$ cat src/rtl/johnson_phase_monitor_pkg.sv
// Shared definitions for consumers of a twisted-ring (Johnson) counter:
// lock/fault state encoding and the phase-index width helper.
package johnson_phase_monitor_pkg;

  typedef enum logic [1:0] {
    ST_UNLOCKED = 2'd0,
    ST_ACQUIRE  = 2'd1,
    ST_LOCKED   = 2'd2,
    ST_FAULT    = 2'd3
  } state_e;

  // A WIDTH-stage ring has 2*WIDTH phases; this is the index width.
  function automatic int phase_width(input int width);
    return $clog2(2 * width);
  endfunction

endpackage

$ cat src/rtl/johnson_decode.sv
// Combinational decoder: maps a Johnson counter code to its phase index and
// flags codes that are not one of the 2*WIDTH legal ring states.
module johnson_decode
  import johnson_phase_monitor_pkg::*;
#(
  parameter int WIDTH = 4
) (
  input  logic [WIDTH-1:0]              q_in,
  output logic                          legal,
  output logic [phase_width(WIDTH)-1:0] phase_idx
);

  localparam int PW = phase_width(WIDTH);

  // Phases 0..WIDTH fill with ones from the LSB; later phases drain them
  // from the LSB again.
  function automatic logic [WIDTH-1:0] code_of(input int k);
    logic [WIDTH-1:0] ones;
    ones = '1;
    if (k <= WIDTH) return ones >> (WIDTH - k);
    return ones << (k - WIDTH);
  endfunction

  // Search all legal codes; at most one can match.
  // NOTE: every output gets a default first so no path through the block
  // leaves a value unassigned, which would otherwise infer a latch.
  always_comb begin
    legal     = 1'b0;
    phase_idx = '0;
    for (int k = 0; k < 2 * WIDTH; k++) begin
      if (q_in == code_of(k)) begin
        legal     = 1'b1;
        phase_idx = PW'(k);
      end
    end
  end

endmodule

$ cat src/rtl/johnson_phase_monitor.sv
// Samples a Johnson counter, decodes its phase, verifies each sample is the
// legal successor (or a hold) of the previous phase, tracks lock/fault status
// and counts completed rotations while locked.
module johnson_phase_monitor
  import johnson_phase_monitor_pkg::*;
#(
  parameter int WIDTH      = 4,
  parameter int LOCK_COUNT = 3,
  parameter int CYC_W      = 8
) (
  input  logic                          clk,
  input  logic                          clr,
  input  logic [WIDTH-1:0]              q_in,
  input  logic                          in_valid,
  input  logic                          clear_err,
  output logic [phase_width(WIDTH)-1:0] phase,
  output logic [2*WIDTH-1:0]            phase_onehot,
  output logic                          phase_valid,
  output logic                          locked,
  output logic                          err_pulse,
  output logic                          err,
  output logic                          wrap,
  output logic [CYC_W-1:0]              cyc_cnt
);

  localparam int NPH   = 2 * WIDTH;
  localparam int PW    = phase_width(WIDTH);
  localparam int RUN_W = $clog2(LOCK_COUNT + 1);

  localparam logic [PW-1:0]    LAST_PHASE = PW'(NPH - 1);
  localparam logic [RUN_W-1:0] RUN_LAST   = RUN_W'(LOCK_COUNT - 1);
  localparam logic [NPH-1:0]   ONEHOT_LSB = NPH'(1);

  state_e           r_state,       w_state_nxt;
  logic [PW-1:0]    r_phase,       w_phase_nxt;
  logic             r_phase_valid, w_phase_valid_nxt;
  logic [RUN_W-1:0] r_run,         w_run_nxt;
  logic             r_err,         w_err_nxt;
  logic             r_err_pulse,   w_err_pulse_nxt;
  logic             r_wrap,        w_wrap_nxt;
  logic [CYC_W-1:0] r_cyc_cnt,     w_cyc_cnt_nxt;

  logic             w_legal;
  logic [PW-1:0]    w_dec_phase;
  logic [PW-1:0]    w_succ_phase;
  logic             w_succ;
  logic             w_hold;

  johnson_decode #(
    .WIDTH (WIDTH)
  ) u_decode (
    .q_in      (q_in),
    .legal     (w_legal),
    .phase_idx (w_dec_phase)
  );

  // Step classification relative to the last accepted phase; the ring may
  // have a non power-of-two phase count, so the successor wraps explicitly.
  assign w_succ_phase = (r_phase == LAST_PHASE) ? '0 : r_phase + PW'(1);
  assign w_succ       = w_legal && (w_dec_phase == w_succ_phase);
  assign w_hold       = w_legal && (w_dec_phase == r_phase);

  // Next-state and next-output logic for the lock/fault state machine.
  always_comb begin
    w_state_nxt       = r_state;
    w_phase_nxt       = r_phase;
    w_phase_valid_nxt = r_phase_valid;
    w_run_nxt         = r_run;
    w_err_nxt         = r_err;
    w_err_pulse_nxt   = 1'b0;
    w_wrap_nxt        = 1'b0;
    w_cyc_cnt_nxt     = r_cyc_cnt;

    // A sticky-error set below overrides this clear.
    if (clear_err) w_err_nxt = 1'b0;

    unique case (r_state)
      ST_UNLOCKED: begin
        if (in_valid) begin
          if (w_legal) begin
            w_state_nxt       = ST_ACQUIRE;
            w_phase_nxt       = w_dec_phase;
            w_run_nxt         = '0;
            w_phase_valid_nxt = 1'b1;
          end else begin
            w_err_pulse_nxt = 1'b1;
          end
        end
      end
      ST_ACQUIRE: begin
        if (in_valid) begin
          if (w_succ) begin
            w_phase_nxt = w_dec_phase;
            w_run_nxt   = r_run + RUN_W'(1);
            if (r_run == RUN_LAST) w_state_nxt = ST_LOCKED;
          end else if (!w_hold) begin
            w_state_nxt       = ST_UNLOCKED;
            w_run_nxt         = '0;
            w_phase_valid_nxt = 1'b0;
            w_err_pulse_nxt   = 1'b1;
          end
        end
      end
      ST_LOCKED: begin
        if (in_valid) begin
          if (w_succ) begin
            w_phase_nxt = w_dec_phase;
            if (r_phase == LAST_PHASE) begin
              w_wrap_nxt = 1'b1;
              if (r_cyc_cnt != '1) w_cyc_cnt_nxt = r_cyc_cnt + CYC_W'(1);
            end
          end else if (!w_hold) begin
            w_state_nxt     = ST_FAULT;
            w_err_pulse_nxt = 1'b1;
            w_err_nxt       = 1'b1;
          end
        end
      end
      ST_FAULT: begin
        // Samples are ignored here; only clear_err leaves the fault.
        if (clear_err) begin
          w_state_nxt       = ST_UNLOCKED;
          w_run_nxt         = '0;
          w_phase_valid_nxt = 1'b0;
        end
      end
      default: w_state_nxt = ST_UNLOCKED;
    endcase
  end

  // State and output registers, cleared asynchronously by clr.
  // NOTE: sequential state uses non-blocking assignments so every register
  // samples its pre-edge inputs, independent of statement order.
  always_ff @(posedge clk or negedge clr) begin
    if (!clr) begin
      r_state       <= ST_UNLOCKED;
      r_phase       <= '0;
      r_phase_valid <= 1'b0;
      r_run         <= '0;
      r_err         <= 1'b0;
      r_err_pulse   <= 1'b0;
      r_wrap        <= 1'b0;
      r_cyc_cnt     <= '0;
    end else begin
      r_state       <= w_state_nxt;
      r_phase       <= w_phase_nxt;
      r_phase_valid <= w_phase_valid_nxt;
      r_run         <= w_run_nxt;
      r_err         <= w_err_nxt;
      r_err_pulse   <= w_err_pulse_nxt;
      r_wrap        <= w_wrap_nxt;
      r_cyc_cnt     <= w_cyc_cnt_nxt;
    end
  end

  assign phase        = r_phase;
  assign phase_onehot = r_phase_valid ? (ONEHOT_LSB << r_phase) : '0;
  assign phase_valid  = r_phase_valid;
  assign locked       = (r_state == ST_LOCKED);
  assign err_pulse    = r_err_pulse;
  assign err          = r_err;
  assign wrap         = r_wrap;
  assign cyc_cnt      = r_cyc_cnt;

endmodule

$ cat config.mk
export PLATFORM = sky130hd
export DESIGN_NAME = johnson_phase_monitor
export DESIGN_NICKNAME = d
export VERILOG_FILES = /design/src/rtl/johnson_phase_monitor_pkg.sv /design/src/rtl/johnson_decode.sv /design/src/rtl/johnson_phase_monitor.sv
export SDC_FILE = /design/constraint.sdc
export NUM_CORES = 1
export LEC_CHECK = 0
export ABC_AREA = 1
export CORE_AREA = 2 2 57 59
export CTS_BUF_LIST = sky130_fd_sc_hd__clkbuf_4
export DETAILED_ROUTE_END_ITERATION = 8
export DIE_AREA = 0 0 59 61
export PLACE_DENSITY_LB_ADDON = 0.1
export SLEW_MARGIN = 20
export SYNTH_ARGS = -nofsm -noshare
export SYNTH_HDL_FRONTEND = slang
export SYNTH_SLANG_ARGS = --single-unit
$ cat constraint.sdc
create_clock -name clk -period 2.45 [get_ports clk]
set_input_delay 0.3675 -clock clk [delete_from_list [all_inputs] [get_ports clk]]
set_output_delay 0.3675 -clock clk [all_outputs]
set_load 0.01 [all_outputs]
==> metrics.cfg <==
[synthesis]
syn_nets=229
synthAdderAreaFrac_pct=11.0
synth_largest_area_cell=dfrtp_1
synth_compound_area_share_pct=6.58
netlist-cell-type-count=28
netlist.area_leader.share_pct=32.1
yosys-top-cells-area=dfrtp_1, nand2_1, ha_1, inv_1, nor2_1
synth_ff_type=dfrtp_1
synth-edff-count=0
synthCells=208
synth_xor_area_share_pct=4.64
synthArstFlopShare_pct=100
ys_ff_latch=19
synth.area.mux_share_pct=0
netlist_area_um2=1480
synth_warnings=0
synth-simple-area-share_pct=36.8
ys_seq_area_share_pct=32.1
synth_top_family_by_area=simple AND/OR/NAND/NOR gates
avgSynthCellArea_um2=7.13

[pwr]
leakagePower_nw=0.985
p_per_area_nw_per_um2=825
peakVddDrop_v=0.000315

[job]
drv_cap=0

[cells_and_area]
layout.cells.non_filler=277
drive_gt1_share_pct=9.02
diodes=0
area_growth_pct=26.2
layout.nets=266

[detailed_routing]
vias=1378
drc=0
drt_wl_total_um=3070
vias_per_cell=4.97
drt-initial-drc-count=54
detail_route.wl_per_cell_um=11.1
first_pass_iters=4
ant_nets=0

[clock_network]
cts_hold_buf=0
clock_latency_ns=0.29
post_cts_buffers=0
cts-resized-gates=0
numCtsBuffers=3
ctsRootBufferMaster=clkbuf_4
clock_tree.buffer_depth=2
cts_sinks=19
htreeDepth=1
cts_tree=built
clkSlewWorstSetupHoldPaths_ns=0.11

[placed_design]
dpl.hpwl_um=2470
io_buffers=31
dp_cells=273
place_congestion=0.828

[floorplanning]
top_level_ports=32
fp-row-count=20
die_x_um=59
die_h_um=61
initial_utilization_pct=50.2
dieArea_um2=3600
coreArea_um2=2950

[timing]
setup_violations=0
relSlewSlack_pct=63.1
drv_slew=0
max_clock_freq_mhz=465
rsz0062_at_grt=false
fin_crit_ns=2.15
finClkSkew_ns=0.00504
tightest_slew_ns=0.550
report.final.hold_viol_count=0
setup_tns_ns=0
fin_crit_sh_pct=87.8

[worst_setup_path]
crit_path_start_kind=flop
setup.worst_path.class=reg2out
worst-path-max-fanout=6
worst_setup_path_end_kind=output port
critPathArrivalTime_ns=1.78
crit_required_ns=2.08
r2r_setup_slack_ns=0.34

[grt]
grt_max_degree=20
grt_pass1_wl_um=5260
gr-total-overflow=0
antenna_found_initial=0
grt_pass1_vias=1229
track_usage_pct=19.0

[run_status]
outcome=finished, final reports clean

[hold_path]
hp-class=in2async

[metrics by stage]
step	hold WS, ns	area, um2	setup WS [ns]	util [%]	power (mW)
floorplan	0.0719	1480	0.503	-	1.08
global placement	0.474	1840	0.103	62.5	1.40
detailed placement	0.482	1840	0.0702	62.5	1.39
CTS	0.387	1870	0.276	63.4	1.56
global route	0.391	1870	0.0747	63.4	1.73
finish	0.395	1870	0.299	63.4	1.54
[final timing paths]
kind | depth (start not counted) | to | from
hold reg to reg | 1 | cyc_cnt[3] | cyc_cnt[3]
setup / recovery | 5 | phase_onehot[1] | phase[1]
hold / removal | 2 | cyc_cnt[6] | clr
min in group clk | 1 | cyc_cnt[3] | cyc_cnt[3]
max in group asynchronous | 2 | phase[1] | clr
setup reg to reg | 12 | cyc_cnt[7] | phase[0]
[worst max-delay path, cell delays in order, from the launching register on]
cell and delay (ns):
dfrtp_1 0.46, inv_1 0.17, ha_1 0.17, inv_1 0.05, nor2_1 0.10, clkdlybuf4s50_1 0.54
[synthesized netlist by cell type, types with 2 or more instances]
library cell / instances
nand2_1: 62
inv_1: 29
nor2_1: 23
dfrtp_1: 19
nand3_1: 14
ha_1: 13
a21oi_1: 7
nand4_1: 5
nand3_2: 4
o21ai_1: 4
xor2_1: 4
inv_2: 3
nand2_2: 3
clkinv_1: 2
nor3_1: 2
xnor2_1: 2
[layer usage]
layer	GRT usage, %	wire, um	vias up
met3	2.77	117	0
met5	0	0	-
li1	-	-	724
met4	4.87	0	0
met2	32.7	1480	31
met1	25.1	1470	623
[cells by family after synthesis]
logic type | Yosys count
adders and majority gates | 13
AOI/OAI and AO/OA | 16
xor gates and xnor gates | 7
DFF | 19
and+or+nand+nor | 118
buffers and inverters | 35
[power by group]
| group | internal [mW] | switching (mW) |
|---|---|---|
| Sequential | 0.382 | 0.0802 |
| Clock | 0.0607 | 0.0925 |
| Combinational | 0.390 | 0.540 |
[registers in the layout, indices dropped and copies added, names as in the netlist, named ones only]
register and count:
phase_valid 1, cyc_cnt 8, r_run 2, wrap 1, err 1, r_state 1
err_pulse 1, phase 3
[cell usage in the layout (no fill, tap or decap)]
master | netlist | final
nor3_1 | 2 | 2
nand3_1 | 14 | 14
clkinv_1 | 2 | 2
nand3b_1 | 1 | 1
nand2_2 | 3 | 3
o22ai_1 | 1 | 1
nor2_2 | 1 | 1
o21ai_1 | 4 | 4
o2111ai_2 | 1 | 1
nor2_1 | 23 | 23
a21oi_1 | 7 | 7
clkdlybuf4s50_1 | 0 | 31
xor2_1 | 4 | 4
dfrtp_1 | 19 | 19
o21ai_0 | 1 | 1
o31ai_1 | 1 | 1
nor2_8 | 1 | 1
nand4_1 | 5 | 5
inv_1 | 29 | 29
nand3_2 | 4 | 4
nor2_4 | 1 | 1
nand2_4 | 1 | 1
inv_2 | 3 | 3
nand2_1 | 62 | 62
xnor2_2 | 1 | 1
clkbuf_4 | 0 | 3
clkinv_2 | 0 | 1
xnor2_1 | 2 | 2
ha_1 | 13 | 13
o32ai_1 | 1 | 1
buf_4 | 0 | 2
[final cells by class]
class / instances / area [um2]
clock buffers: 3 / 22.5
clock inverters: 1 / 5.00
fillers: 268 / 1080
inverters: 34 / 128
multi-input cells: 154 / 875
flip-flops and latches: 19 / 475
well taps: 33 / 41.3
repair buffers: 33 / 325
Power figures use the tool's default switching activity.
